**config.mk**
```make
export PLATFORM = sky130hd
export DESIGN_NAME = uart_tx
export DESIGN_NICKNAME = d
export VERILOG_FILES = /design/src/rtl/uart_tx.sv
export SDC_FILE = /design/constraint.sdc
export NUM_CORES = 1
export LEC_CHECK = 0
export CAP_MARGIN = 10
export CORE_MARGIN = 8
export CORE_UTILIZATION = 55
export DETAILED_ROUTE_END_ITERATION = 7
export PLACE_DENSITY = 0.78
export SLEW_MARGIN = 0
export SYNTH_ARGS = -nofsm -noshare
export SYNTH_HDL_FRONTEND = slang
export SYNTH_SLANG_ARGS = --single-unit
export TNS_END_PERCENT = 1
```
**constraint.sdc**
```tcl
create_clock -name clk -period 1.8 [get_ports clk]
set_input_delay 0.45 -clock clk [delete_from_list [all_inputs] [get_ports clk]]
set_output_delay 0.45 -clock clk [all_outputs]
set_load 0.005 [all_outputs]
```
**src/rtl/uart_tx.sv**
```systemverilog
// UART transmitter: start bit, DATA_BITS data bits LSB first, optional parity, STOP_BITS stop bits.
// Accepts one word per valid/ready handshake; o_tx is driven straight from a flop.
module uart_tx #(
    parameter int CLK_FREQ  = 50000000,
    parameter int BAUD_RATE = 115200,
    parameter int DATA_BITS = 8,
    parameter int STOP_BITS = 1,
    parameter int PARITY    = 0
) (
    input  logic                 clk,
    input  logic                 n_rst,
    input  logic                 i_data_valid,
    input  logic [DATA_BITS-1:0] i_data,
    output logic                 o_ready,
    output logic                 o_tx
);

    localparam int CLKS_PER_BIT = (CLK_FREQ + BAUD_RATE / 2) / BAUD_RATE;
    localparam int TIMER_W      = (CLKS_PER_BIT > 1) ? $clog2(CLKS_PER_BIT) : 1;
    localparam int CNT_W        = $clog2(DATA_BITS + 1);

    localparam logic [TIMER_W-1:0] TIMER_LAST = TIMER_W'(CLKS_PER_BIT - 1);
    localparam logic [CNT_W-1:0]   DATA_LAST  = CNT_W'(DATA_BITS - 1);
    localparam logic [CNT_W-1:0]   STOP_LAST  = CNT_W'(STOP_BITS - 1);

    typedef enum logic [2:0] {
        S_IDLE,
        S_START,
        S_DATA,
        S_PARITY,
        S_STOP
    } state_e;

    state_e               state_q, state_d;
    logic                 tx_q, tx_d;
    logic [DATA_BITS-1:0] shift_q, shift_d;
    logic [TIMER_W-1:0]   timer_q, timer_d;
    logic [CNT_W-1:0]     cnt_q, cnt_d;
    logic                 par_q, par_d;
    logic                 bit_done;

    assign bit_done = (timer_q == TIMER_LAST);
    assign o_ready  = (state_q == S_IDLE);
    assign o_tx     = tx_q;

    always_comb begin
        // NOTE: every signal gets a default first so no path through the case infers a latch.
        state_d = state_q;
        tx_d    = tx_q;
        shift_d = shift_q;
        timer_d = '0;
        cnt_d   = cnt_q;
        par_d   = par_q;

        // The bit timer restarts on every bit boundary, so each bit is exactly CLKS_PER_BIT cycles.
        if (state_q != S_IDLE && !bit_done) begin
            timer_d = timer_q + TIMER_W'(1);
        end

        case (state_q)
            S_IDLE: begin
                tx_d  = 1'b1;
                cnt_d = '0;
                if (i_data_valid) begin
                    state_d = S_START;
                    tx_d    = 1'b0;
                    shift_d = i_data;
                    par_d   = (PARITY == 1) ? ~(^i_data) : ^i_data;
                end
            end
            S_START: begin
                if (bit_done) begin
                    state_d = S_DATA;
                    tx_d    = shift_q[0];
                    cnt_d   = '0;
                end
            end
            S_DATA: begin
                if (bit_done) begin
                    if (cnt_q == DATA_LAST) begin
                        cnt_d = '0;
                        if (PARITY != 0) begin
                            state_d = S_PARITY;
                            tx_d    = par_q;
                        end else begin
                            state_d = S_STOP;
                            tx_d    = 1'b1;
                        end
                    end else begin
                        shift_d = shift_q >> 1;
                        tx_d    = shift_q[1];
                        cnt_d   = cnt_q + CNT_W'(1);
                    end
                end
            end
            S_PARITY: begin
                if (bit_done) begin
                    state_d = S_STOP;
                    tx_d    = 1'b1;
                    cnt_d   = '0;
                end
            end
            S_STOP: begin
                tx_d = 1'b1;
                if (bit_done) begin
                    if (cnt_q == STOP_LAST) begin
                        state_d = S_IDLE;
                        cnt_d   = '0;
                    end else begin
                        cnt_d = cnt_q + CNT_W'(1);
                    end
                end
            end
            default: begin
                state_d = S_IDLE;
                tx_d    = 1'b1;
                cnt_d   = '0;
            end
        endcase
    end

    always_ff @(posedge clk) begin
        // NOTE: sequential state uses non-blocking assignments so every flop samples pre-edge values.
        if (!n_rst) begin
            state_q <= S_IDLE;
            tx_q    <= 1'b1;
            shift_q <= '0;
            timer_q <= '0;
            cnt_q   <= '0;
            par_q   <= 1'b0;
        end else begin
            state_q <= state_d;
            tx_q    <= tx_d;
            shift_q <= shift_d;
            timer_q <= timer_d;
            cnt_q   <= cnt_d;
            par_q   <= par_d;
        end
    end

endmodule

```
==> impl_metrics.toml <==
[finish]
diodes = 0
final_common_cell = "nand2_1"
final_area_um2 = 1590
final_cell_mix = "nand2_1, dfxtp_1, nor2_1"
nNetsFinal = 192
synthToLayoutAreaGrowth_pct = 23.9
fin_cells = 204
drive_gt1_share_pct = 21.6
nFillCells = 164

[sta]
rsz0062_at_grt = "false"
setup-violations-final = 0
finalCritPeriodShare_pct = 94.8
worst_slew_pin_slew_ps = 344
drv_slew = 0
final.setup_skew_ps = 9.63
fmax_mhz = 586
hold_viol = 0
fin_crit_ps = 1710
relSlewSlack_pct = 77.0

[setup_path]
slowest_stage = "dfxtp_2"
path_common_cell = "buf_4"
crit_start = "state_q[0]$_SDFFE_PN0P_"
worstPathBufferInverterCount = 5
cp-end-kind = "flip-flop"
critPathCapture = "shift_q[5]$_SDFFE_PN0P_"
cp.arrival_ps = 1940
required_ps = 2040
r2r-end = "shift_q[5]$_SDFFE_PN0P_"
regToRegStartpoint = "state_q[0]$_SDFFE_PN0P_"
critPathLaunchType = "flip-flop"
cp_max_fo = 6
path_delay_family = "buffers and inverters"
worstSetupPathType = "reg2reg"
r2r_cells = 8
cp.depth = 8
slowest_delay_ps = 350
crit_chain = "buf_4 > buf_4 > nor3b_4 > buf_4 > a22oi_4 > buf_4 > buf_4 > a311oi_1"
timing.reg2reg.setup_slack_ps = 90

[synthesis]
ys_types = 41
syn_avg_cell_area_um2 = 8.72
synth_edf_count = 0
syn-instance-count = 147
yosysTopAreaCellShare_pct = 39.0
netlist_area_um2 = 1280
synth.top_cells.by_area = "dfxtp_1, nand2_1, nor2_1, ha_1, a311oi_1"
ys_seq_area_share_pct = 39.0
yosysTopAreaCell = "dfxtp_1"
ys_warn_count = 0
async_reset_ff_share_pct = 0
synth_fp_nets = 162
ys_ff_latch = 25
ys.flop_type = "dfxtp_1"

[die]
initial_core_util_pct = 58.0
dieArea_um2 = 4130
die_x_um = 64.3
die_h_um = 64.3
rows = 17
core_area_um2 = 2210
ios = 13

[clocking]
numCtsBuffers = 3
clk_pin_slew_ps = 140
cts_sinks = 25
htreeDepth = 1
root_buffer = "clkbuf_4"
clk_latency_ps = 320
cts_buffer_depth = 2
cts_hold_buf = 0
cts_tree = "built"

[global_routing]
grtUsageMet2_pct = 24.3
antenna_found_initial = 0
grt_pass1_wl_mm = 4.70
grt_overflow_total = 0
grt_use_total_pct = 13.8
globalRouteMet3Util_pct = 3.14
grt_max_degree = 15
grt_pass1_vias = 1120
busiest_layer = "met2"
met1_usage_pct = 15.1

[drt]
dr.pass1.iters = 4
drtIter0Drc = 62
drc = 0
ant_nets = 0
wl_per_cell_um = 13.6
vias = 1125
drt-total-wl_mm = 2.77
vias_per_cell = 5.51

[run_status]
status = "complete, no violations"

[placement]
gp_congestion = 0.835
place_area_um2 = 1510
dp.cells = 195
hpwl_mm = 2.03
portBuffers = 12

[power_and_ir_drop]
p_leak_nw = 0.620
power_density_nw_per_um2 = 904
vdd_drop_max_mv = 0.652

[hold_path]
holdCritPathClass = "reg2reg"

[run]
cap_violations = 0
cell usage after synthesis, types with 2 or more instances:
cell type	number
a21oi_1	3
and4_1	2
ha_1	4
a311oi_2	2
nand3_1	8
dfxtp_1	25
inv_1	4
mux2i_1	2
nand3b_1	3
a311oi_1	5
buf_4	2
o21ai_0	2
nor3_1	3
buf_6	3
nor2_1	21
or3b_1	2
xnor2_1	5
xor2_1	4
clkbuf_1	2
nand2_1	24
logic make-up after synthesis:
family / Yosys count / share of synthesized area (%)
flip-flops: 25 / 39.0
buffers and inverters: 12 / 5.85
adder cells (fa/ha/maj): 4 / 3.90
multiplexers: 2 / 1.56
AO/OA/AOI/OAI: 23 / 15.3
XOR/XNOR: 9 / 6.15
AND/OR/NAND/NOR: 72 / 28.2
report_power, final:
| group | switching [W] | internal [W] |
|---|---|---|
| registers | 0.0000437 | 0.000618 |
| logic | 0.000255 | 0.000264 |
| clock network | 0.000173 | 0.0000834 |
worst min path at each step:
stage	endpoint	slack [ps]	cells past startpoint	from
after global routing	shift_q[2]$_SDFFE_PN0P_	530	2	shift_q[3]$_SDFFE_PN0P_
after CTS	shift_q[3]$_SDFFE_PN0P_	490	2	shift_q[4]$_SDFFE_PN0P_
after global placement	shift_q[7]$_SDFFE_PN0P_	460	2	shift_q[7]$_SDFFE_PN0P_
final	shift_q[3]$_SDFFE_PN0P_	490	2	shift_q[4]$_SDFFE_PN0P_
after floorplan	timer_q[0]$_SDFF_PN0_	440	1	timer_q[0]$_SDFF_PN0_
after detailed placement	shift_q[7]$_SDFFE_PN0P_	470	2	shift_q[7]$_SDFFE_PN0P_
through the flow:
| step | TNS (ps) | setup WS (ps) | hold slack, ps | util [%] | power, W |
|---|---|---|---|---|---|
| floorplan | 0 | 185 | 441 | - | 0.000990 |
| global placement | 0 | 58.1 | 458 | 68.1 | 0.00112 |
| detailed placement | -2.94 | -2.94 | 470 | 68.1 | 0.00114 |
| CTS | 0 | 25.5 | 492 | 70.8 | 0.00142 |
| global route | 0 | 2.01 | 526 | 71.8 | 0.00152 |
| finish | 0 | 93.1 | 491 | 71.8 | 0.00144 |
registers in the layout (all words and copies together) (netlist names):
name and cells:
shift_q 8, o_tx 1, cnt_q 4, state_q 3
timer_q 9
layer usage:
metal	vias to the layer above	routed length (um)
met4	0	29
met1	533	1220
met2	13	1420
li1	575	-
met3	4	99
met5	-	0
tightest hold or removal path, cell delays in order, from the launching register on:
cell      delay, ps
dfxtp_1         340
nand2_1          50
a311oi_1         70
repair_timing:
action	CTS	global route
resized for setup	6	2
endpoints found under the setup margin	1	10
setup buffers	3	2
hold endpoints to repair	0	0
gates cloned	0	0
pin swaps	0	3
area by class of cell:
class / instances / area, um^2 / share of cell area (%)
sequential: 25 / 507 / 31.9
clock inverter: 1 / 5.00 / 0.315
tap: 28 / 35.0 / 2.20
timing repair buffer: 32 / 282 / 17.7
clock buffer: 3 / 22.5 / 1.42
multi-input combinational: 110 / 719 / 45.3
inverter: 5 / 18.8 / 1.18
No activity file was read; power rests on OpenSTA's default activity.
